===== config.mk =====
export PLATFORM = sky130hd
export DESIGN_NAME = edge_window_ctrl_flat
export DESIGN_NICKNAME = d
export VERILOG_FILES = /design/src/rtl/edge_window_if.sv /design/src/rtl/edge_window_ctrl.sv /design/src/flat_wrapper.sv
export SDC_FILE = /design/constraint.sdc
export NUM_CORES = 1
export LEC_CHECK = 0
export BUFFER_PORTS_ARGS = -buffer_cell sky130_fd_sc_hd__buf_4
export CAP_MARGIN = 20
export CORE_UTILIZATION = 56
export DETAILED_ROUTE_END_ITERATION = 8
export PLACE_DENSITY = 0.78
export SYNTH_ARGS = -nofsm -noshare
export SYNTH_HDL_FRONTEND = slang
export SYNTH_SLANG_ARGS = --single-unit
export TNS_END_PERCENT = 20

===== constraint.sdc =====
create_clock -name iCLK -period 3 [get_ports iCLK]
set_input_delay 0.15 -clock iCLK [delete_from_list [all_inputs] [get_ports iCLK]]
set_output_delay 0.15 -clock iCLK [all_outputs]
set_load 0.005 [all_outputs]

===== src/rtl/edge_window_if.sv =====
// Pixel-stream bundle between the edge-detect stage, the window controller and the frame writer.
// Valid-only stream, no backpressure: iDVAL qualifies iEdge, oDVAL qualifies oEdge/oX/oY; both are consumed on every cycle they are high.
interface edge_window_if #(
    parameter int CW = 11
);
    logic          iFVAL;
    logic          iDVAL;
    logic [11:0]   iEdge;
    logic [11:0]   iThresh;
    logic          iThreshWe;
    logic [11:0]   oEdge;
    logic          oDVAL;
    logic [CW-1:0] oX;
    logic [CW-1:0] oY;
    logic          oFrameDone;
    logic          oBusy;
    logic          oErr;

    modport master (
        output iFVAL, iDVAL, iEdge, iThresh, iThreshWe,
        input  oEdge, oDVAL, oX, oY, oFrameDone, oBusy, oErr
    );

    modport slave (
        input  iFVAL, iDVAL, iEdge, iThresh, iThreshWe,
        output oEdge, oDVAL, oX, oY, oFrameDone, oBusy, oErr
    );
endinterface


===== src/rtl/edge_window_ctrl.sv =====
// Frame sequencer for the 3x3 edge datapath: counts pixels, gates results until the window is full,
// tags results with window-centre coordinates and applies a per-frame shadowed threshold.
module edge_window_ctrl #(
    parameter int IMG_WIDTH  = 640,
    parameter int IMG_HEIGHT = 480,
    parameter int CW         = 11
) (
    input  logic         iCLK,
    input  logic         iRST,
    edge_window_if.slave win,
    output logic [1:0]   dbg_state
);
    typedef enum logic [1:0] {
        IDLE   = 2'd0,
        PRIME  = 2'd1,
        ACTIVE = 2'd2
    } state_t;

    localparam logic [CW-1:0] X_LAST = CW'(IMG_WIDTH - 1);
    localparam logic [CW-1:0] Y_LAST = CW'(IMG_HEIGHT - 1);
    localparam logic [CW-1:0] ONE    = CW'(1);
    localparam logic [CW-1:0] TWO    = CW'(2);

    state_t        state, state_nxt;
    logic [CW-1:0] x, y, x_nxt, y_nxt;
    logic          fval_d;
    logic [11:0]   thr_pend, thr_act;
    logic          frame_start, last_col;
    logic          res_valid, done_nxt, err_nxt;

    assign frame_start = win.iFVAL && !fval_d;
    assign last_col    = (x == X_LAST);
    assign win.oBusy   = (state != IDLE);
    assign dbg_state   = state;

    always_comb begin
        state_nxt = state;
        x_nxt     = x;
        y_nxt     = y;
        res_valid = 1'b0;
        done_nxt  = 1'b0;
        err_nxt   = win.oErr;
        case (state)
            IDLE: begin
                x_nxt = '0;
                y_nxt = '0;
                if (frame_start) begin
                    state_nxt = PRIME;
                    err_nxt   = 1'b0;
                    // A pixel arriving with the frame-start cycle is pixel (0,0).
                    if (win.iDVAL) x_nxt = ONE;
                end
            end
            PRIME, ACTIVE: begin
                if (!win.iFVAL) begin
                    // Frame ended early; any pixel in this cycle is dropped.
                    state_nxt = IDLE;
                    err_nxt   = 1'b1;
                    x_nxt     = '0;
                    y_nxt     = '0;
                end else if (win.iDVAL) begin
                    res_valid = (state == ACTIVE) && (x >= TWO);
                    if (last_col) begin
                        x_nxt = '0;
                        y_nxt = y + ONE;
                        if (state == PRIME && y == ONE) state_nxt = ACTIVE;
                        if (state == ACTIVE && y == Y_LAST) begin
                            done_nxt  = 1'b1;
                            state_nxt = IDLE;
                            y_nxt     = '0;
                        end
                    end else begin
                        x_nxt = x + ONE;
                    end
                end
            end
            default: state_nxt = IDLE;
        endcase
    end

    always_ff @(posedge iCLK) begin
        if (iRST) begin
            state          <= IDLE;
            x              <= '0;
            y              <= '0;
            fval_d         <= 1'b0;
            thr_pend       <= '0;
            thr_act        <= '0;
            win.oEdge      <= '0;
            win.oDVAL      <= 1'b0;
            win.oX         <= '0;
            win.oY         <= '0;
            win.oFrameDone <= 1'b0;
            win.oErr       <= 1'b0;
        end else begin
            state          <= state_nxt;
            x              <= x_nxt;
            y              <= y_nxt;
            fval_d         <= win.iFVAL;
            win.oDVAL      <= res_valid;
            win.oFrameDone <= done_nxt;
            win.oErr       <= err_nxt;
            if (win.iThreshWe) thr_pend <= win.iThresh;
            // The active threshold only changes at frame start, so mid-frame writes wait a frame.
            if (frame_start) thr_act <= win.iThreshWe ? win.iThresh : thr_pend;
            if (res_valid) begin
                win.oEdge <= (win.iEdge >= thr_act) ? win.iEdge : 12'd0;
                win.oX    <= x - ONE;
                win.oY    <= y - ONE;
            end
        end
    end
endmodule

===== src/flat_wrapper.sv =====
// flat-port wrapper written by rule: the top's interface ports become plain ports
module edge_window_ctrl_flat 
#(
    parameter int IMG_WIDTH  = 640,
    parameter int IMG_HEIGHT = 480,
    parameter int CW         = 11
)
  (iCLK, iRST, dbg_state, win_iFVAL, win_iDVAL, win_iEdge, win_iThresh, win_iThreshWe, win_oEdge, win_oDVAL, win_oX, win_oY, win_oFrameDone, win_oBusy, win_oErr);
  edge_window_if #(.CW(CW)) win_i ();
  input  logic iCLK;
  input  logic iRST;
  output logic [1:0] dbg_state;
  input wire logic [$bits(win_i.iFVAL)-1:0] win_iFVAL;
  input wire logic [$bits(win_i.iDVAL)-1:0] win_iDVAL;
  input wire logic [$bits(win_i.iEdge)-1:0] win_iEdge;
  input wire logic [$bits(win_i.iThresh)-1:0] win_iThresh;
  input wire logic [$bits(win_i.iThreshWe)-1:0] win_iThreshWe;
  output wire logic [$bits(win_i.oEdge)-1:0] win_oEdge;
  output wire logic [$bits(win_i.oDVAL)-1:0] win_oDVAL;
  output wire logic [$bits(win_i.oX)-1:0] win_oX;
  output wire logic [$bits(win_i.oY)-1:0] win_oY;
  output wire logic [$bits(win_i.oFrameDone)-1:0] win_oFrameDone;
  output wire logic [$bits(win_i.oBusy)-1:0] win_oBusy;
  output wire logic [$bits(win_i.oErr)-1:0] win_oErr;
  assign win_i.iFVAL = win_iFVAL;
  assign win_i.iDVAL = win_iDVAL;
  assign win_i.iEdge = win_iEdge;
  assign win_i.iThresh = win_iThresh;
  assign win_i.iThreshWe = win_iThreshWe;
  assign win_oEdge = win_i.oEdge;
  assign win_oDVAL = win_i.oDVAL;
  assign win_oX = win_i.oX;
  assign win_oY = win_i.oY;
  assign win_oFrameDone = win_i.oFrameDone;
  assign win_oBusy = win_i.oBusy;
  assign win_oErr = win_i.oErr;
  edge_window_ctrl #(.IMG_WIDTH(IMG_WIDTH), .IMG_HEIGHT(IMG_HEIGHT), .CW(CW)) u_core (.iCLK(iCLK), .iRST(iRST), .win(win_i), .dbg_state(dbg_state));
endmodule

### Word-level counts from Yosys, hierarchy flattened

Index checks and enable logic that the tools add are counted.

| storage, ports and cells | value |
|---|---|
| memory bits (writable) | 0 |
| memories | 0 |
| bits in registers | 86 |
| latch bits | 0 |
| logic and storage cells | 73 |
| bits in read-only memories | 0 |

| cells by class | value |
|---|---|
| add/sub/neg operators | 4 |
| reduce and logical (&&, ||, !) cells | 14 |
| equal/unequal tests | 10 |
| magnitude comparators | 2 |
| bitwise operators | 4 |
| multiplexer cells | 27 |
| multipliers | 0 |
| div/mod/pow operators | 0 |
| shift-type cells | 0 |

Operators by type and width:

| kind | count |
|---|---|
| $mux 11 | 8 |
| $pmux 11 s2 | 2 |
| $mux 12 | 2 |
| $add 11x1->11 const B | 2 |
| $sub 11x1->11 const B | 2 |
| $ge 12x12->1 | 1 |
| $mux 2 | 6 |
| $eq 11x1->1 const B | 1 |
| $eq 11x10->1 const B | 1 |
| $eq 11x9->1 const B | 1 |
| $ge 11x2->1 const B | 1 |
| $mux 1 | 7 |
| $reduce_and 3->1 | 2 |
| $reduce_or 5->1 | 1 |
| $logic_and 1x1->1 | 4 |
| $ne 4x2->1 const B | 1 |
| $not 1->1 | 4 |
| $pmux 2 s2 | 1 |
| $reduce_and 4->1 | 1 |
| $reduce_bool 2->1 | 2 |
| $ne 3x2->1 const B | 1 |
| $ne 3x3->1 const B | 1 |
| $eq 2x1->1 const B | 1 |
| $eq 2x2->1 const B | 1 |
| 7 further kinds | 7 |

### Depth between registers and ports, before layout

| logic depth | value |
|---|---|
| word-level depth | 8 |
| mapped depth | 8 |

### Worst setup path after synthesis

OpenSTA, ideal clock, no wires.

| path | value |
|---|---|
| path kind | register to register |
| start | register u_core.state[0], in the netlist u_core.dbg_state[0] |
| end | register u_core.x[7] |
| stages on the path, launching flop included | 9 |
| slack | 815 ps |
| library setup time | 136 ps |
| arrival time | 2049 ps |
| cell sequence | dfxtp_1 inv_1 ha_1 and2_1 clkbuf_1 a2111oi_1 nand4_1 xor2_1 nor2_1 |

| between the ends | value |
|---|---|
| longest elaborated chain between the ends | 4 |
| elaborated cells on any way between the ends | 8 |
| those cells by class | eq/ne: 3; mux: 1; reduce/logical: 4 |

RTL lines:

| element | line | RTL |
|---|---|---|
| from (decl) | edge_window_ctrl.sv:24 | `state_t state, state_nxt;` |
| from (signal assigned) | edge_window_ctrl.sv:96 | `state <= state_nxt;` |
| $eq 2x1->1 / $eq 2x2->1 (equally long branches) | edge_window_ctrl.sv:43 | `case (state)` |
| $reduce_or 2->1 | edge_window_ctrl.sv:43 |  |
| $ne 3x3->1 (no source line) / $reduce_bool 2->1 (equally long branches) | -- |  |
| $reduce_and 2->1 (no source line) | -- |  |
| to (signal assigned) | edge_window_ctrl.sv:97 | `x <= x_nxt;` |
| to (decl) | edge_window_ctrl.sv:25 | `logic [CW-1:0] x, y, x_nxt, y_nxt;` |

Several ways; a longest one is shown, not always the timed one.
A chain may end at the register's enable or synchronous reset.

### Worst setup path in the final report

| path | value |
|---|---|
| start | register u_core.state[0], in the netlist u_core.dbg_state[0] |
| end | register u_core.y[3] |

| between the ends | value |
|---|---|
| longest elaborated chain between the ends | 7 |
| elaborated cells on any way between the ends | 14 |
| those cells by class | eq/ne: 4; mux: 5; reduce/logical: 5 |

RTL lines:

| element | line | RTL |
|---|---|---|
| $eq 2x2->1 | edge_window_ctrl.sv:43, edge_window_ctrl.sv:67 |  |
| $logic_and 1x1->1 | edge_window_ctrl.sv:67 | `if (state == ACTIVE && y == Y_LAST) begin` |
| $mux 11 | edge_window_ctrl.sv:67 |  |
| $mux 11 | edge_window_ctrl.sv:63 | `if (last_col) begin` |
| $mux 11 | edge_window_ctrl.sv:61 | `end else if (win.iDVAL) begin` |
| $mux 11 | edge_window_ctrl.sv:55 | `if (!win.iFVAL) begin` |
| $pmux 11 s2 | edge_window_ctrl.sv:43 |  |
| to (signal assigned) | edge_window_ctrl.sv:98 | `y <= y_nxt;` |
| to (decl) | edge_window_ctrl.sv:25 |  |

Several ways; a longest one is shown, not always the timed one. The select of a mux whose other input is x is not followed.

==> metrics.md <==
| Metric | Value |
|---|---|
| Layout cells sized above 1 | 18.46% |
| CTS root buf | clkbuf_8 |
| Worst endpoint required time | 3240 ps |
| Pin count of the biggest net entering global routing | 53 |
| Antenna Nets Post-Route | 0 |
| Critical path arrival | 2630 ps |
| Hold Buf Count CTS | 0 |
| R2r startpoint | u_core.dbg_state[0] |
| Post-Syn Area | 4208 sq um |
| Initial antenna violation count | 0 |
| Async set or reset register ratio after synthesis | 0% |
| Dpl hpwl | 6769 microns |
| Tcrit/Tclk final | 79.82% |
| Placed cell areas | 4752 sq um |
| Yosys reg bits | 86 |
| Final Hold Fails | 0 |
| Finished Core Util | 68.57% |
| TritonRoute pass-1 iters | 4 |
| Syn Area/Cell | 8.535 sq um |
| H-tree Lvls | 3 |
| Hold slack | 48.70 ps |
| Critical Path Sink Type | flip-flop |
| Most common cell after layout, fill and taps aside | dfxtp_1 |
| Avg WL per Cell | 14.93 microns |
| Setup violators final | 0 |
| Critical path cell sequence | inv_1, ha_1, or4b_4, o311ai_2, or3_1, nand2b_1, o21ai_1 |
| Clk_lat worst skew | 350 ps |
| Die H | 88.68 microns |
| TritonCTS clock tree | built |
| Commonest non-fill, non-tap cells in the layout | dfxtp_1, buf_4, nor2_1, a211oi_1, inv_1 |
| Main flop type after synthesis | dfxtp_1 |
| DR iter-0 viols | 190 |
| Setup ws final | 605.4 ps |
| Die ar. | 7864 sq um |
| Tightest Pin Transition | 741.9 ps |
| Die Span X | 88.68 microns |
| CP bufs+invs | 1 |
| Post-CTS Setup Bufs | 0 |
| Vias in the first global route | 3286 |
| Post-Syn Nets | 544 |
| Hold EP | u_core.thr_pend[7] |
| Hold Crit Depth | 3 |
| Pwr dens | 477.5 nW/um^2 |
| Status | completed |
| Area contributors post-synth | dfxtp_1, ha_1, nor2_1 |
| Placed Instances | 630 |
| Num rows | 31 |
| Post-route minimum period | 2395 ps |
| Area grow syn2layout | 18.20% |
| Total Routed Length | 9647 microns |
| Post-synth EDFFs | 0 |
| RSZ-0062 raised after global routing | no |
| Pwr Total | 2.375 mW |
| Final net count | 593 |
| Slew headroom | 50.42% |
| Crit path max fanout | 8 |
| YS warnings | 0 |
| Max Fclk | 417.6 MHz |
| Setup tns final | 0 ps |
| Total global routing overflow | 0 |
| Total global routing track utilization | 26.04% |
| FF-to-FF End | u_core.y[3] |
| Worst setup SP type | flip-flop |
| Diodes inserted | 0 |
| Initial Util | 58.01% |
| Vias | 3629 |
| Num CTS Buffers | 9 |
| Top-area cell type share of the netlist area | 40.92% |
| Filler cell count | 612 |
| Register area share after synthesis | 40.92% |
| Total core area | 7253 sq um |
| Post-CTS Resized | 0 |
| Worst clock skew | 8.321 ps |
| FF-to-FF path depth | 7 |
| Synth area leader | dfxtp_1 |
| First-pass GRT wire length | 15760 microns |
| Routability cong. | 0.8582 |
| Delay-heaviest family, CP | simple AND/OR/NAND/NOR gates |
| Via-to-Cell Ratio | 5.618 |
| Hold path start | win_iThresh[7] |
| Worst vdd ir | 0.3440 mV |
| Worst R2R Setup Slack | 610 ps |
| Clock-pin slew on the worst setup and hold paths | 90 ps |
| Slowest cell on crit path | o311ai_2 |
| Max-cap violation count | 0 |
| Worst slack, placed | 648.2 ps |
| Lkg Pwr | 2.013 nW |
| Worst min path class | in -> reg |
| Port buffer count | 68 |
| # DRC | 0 |
| Final Cell Area | 4974 sq um |
| WS Path Type | reg -> reg |
| Synth cell types | 48 |
| Cells after synthesis | 493 |
| CTS sink cnt | 86 |
| Max Root-Sink Buffers | 2 |
| Max incr delay on CP | 620 ps |
| Io pins | 69 |
| Final Max Slew Viols | 0 |
| Non-Filler Instances | 646 |
[power by group]
group,switching [mW],total (mW),internal [mW]
clock network,0.439,0.911,0.472
registers,0.0168,1.19,1.17
logic,0.160,0.278,0.118
total,0.616,2.37,1.76
[Yosys cell counts (2+ instances only)]
cell type / number
buf_2: 11
a21oi_1: 22
o21ai_1: 2
or3_1: 2
a311oi_1: 8
dfxtp_1: 86
and2_1: 5
mux2i_1: 13
and3_1: 7
clkbuf_1: 16
inv_1: 25
a211oi_1: 28
a31oi_1: 16
a41oi_1: 3
o21a_1: 2
nor2b_1: 15
a21oi_2: 2
nand4_1: 11
buf_1: 8
nand2_1: 22
nor2_1: 70
nor3_1: 6
nand3_1: 21
nor4_1: 3
nor3b_1: 3
ha_1: 22
o21ai_0: 17
o31ai_1: 4
nand2b_1: 4
xor2_1: 12
xnor2_1: 10
[registers in the layout (all words and copies together) (netlist names)]
signal and flops:
u_core.dbg_state 2, u_core.thr_act 12, u_core.win.oY 11, u_core.fval_d 1
u_core.win.oFrameDone 1, u_core.x 11, u_core.thr_pend 12, u_core.win.oX 11
u_core.win.oDVAL 1, u_core.win.oErr 1, u_core.win.oEdge 12, u_core.y 11
[area by class of cell]
cell class                      instances  area [sq um]  share of cell area (%)
Multi-Input combinational cell        345          2250                   45.23
Inverter                               25         93.84                   1.887
Clock buffer                            9         123.9                   2.491
Clock inverter                          7         97.59                   1.962
Timing Repair Buffer                   75         563.0                   11.32
Tap cell                               99         123.9                   2.491
Sequential cell                        86          1722                   34.62
[cell families (layout without fill, tap and decap cells)]
group                      Yosys count  after routing  synth area share, %
buffers and inverters               62            116                6.066
xor gates and xnor gates            22             22                4.579
AOI/OAI and AO/OA                  112            112                17.96
adders and majority gates           22             22                6.542
muxes                               14             14                3.449
and+or+nand+nor                    175            175                20.49
DFF                                 86             86                40.92
[worst reg2reg max path: cells and delay by family (launching register included)]
| family | cells | cell delay [ps] |
|---|---|---|
| compound gates | 2 | 680 |
| flops | 1 | 350 |
| buf+inv | 1 | 110 |
| simple gates | 3 | 940 |
| fa+ha+maj | 1 | 210 |
[worst max-delay path by stage]
stage / slack [ps] / cells past startpoint / to / start
after global placement: 710 / 7 / u_core.y[3] / u_core.dbg_state[0]
after global routing: 370 / 7 / u_core.x[5] / u_core.dbg_state[0]
after CTS: 610 / 7 / u_core.y[3] / u_core.dbg_state[0]
after floorplan: 810 / 8 / u_core.x[7] / u_core.dbg_state[0]
after detailed placement: 650 / 7 / u_core.y[3] / u_core.dbg_state[0]
final: 610 / 7 / u_core.y[3] / u_core.dbg_state[0]
[routing by layer]
metal  vias to the layer above  global-route usage, %  share of wire (%)
met3                        16                  4.011                4.1
met2                        89                  40.14                 46
met4                         0                  11.58                1.9
met5                         -                      0                  0
li1                       1837                      -                  -
met1                      1687                  36.02                 48
Note: power is estimated with default switching activity, not from simulation.
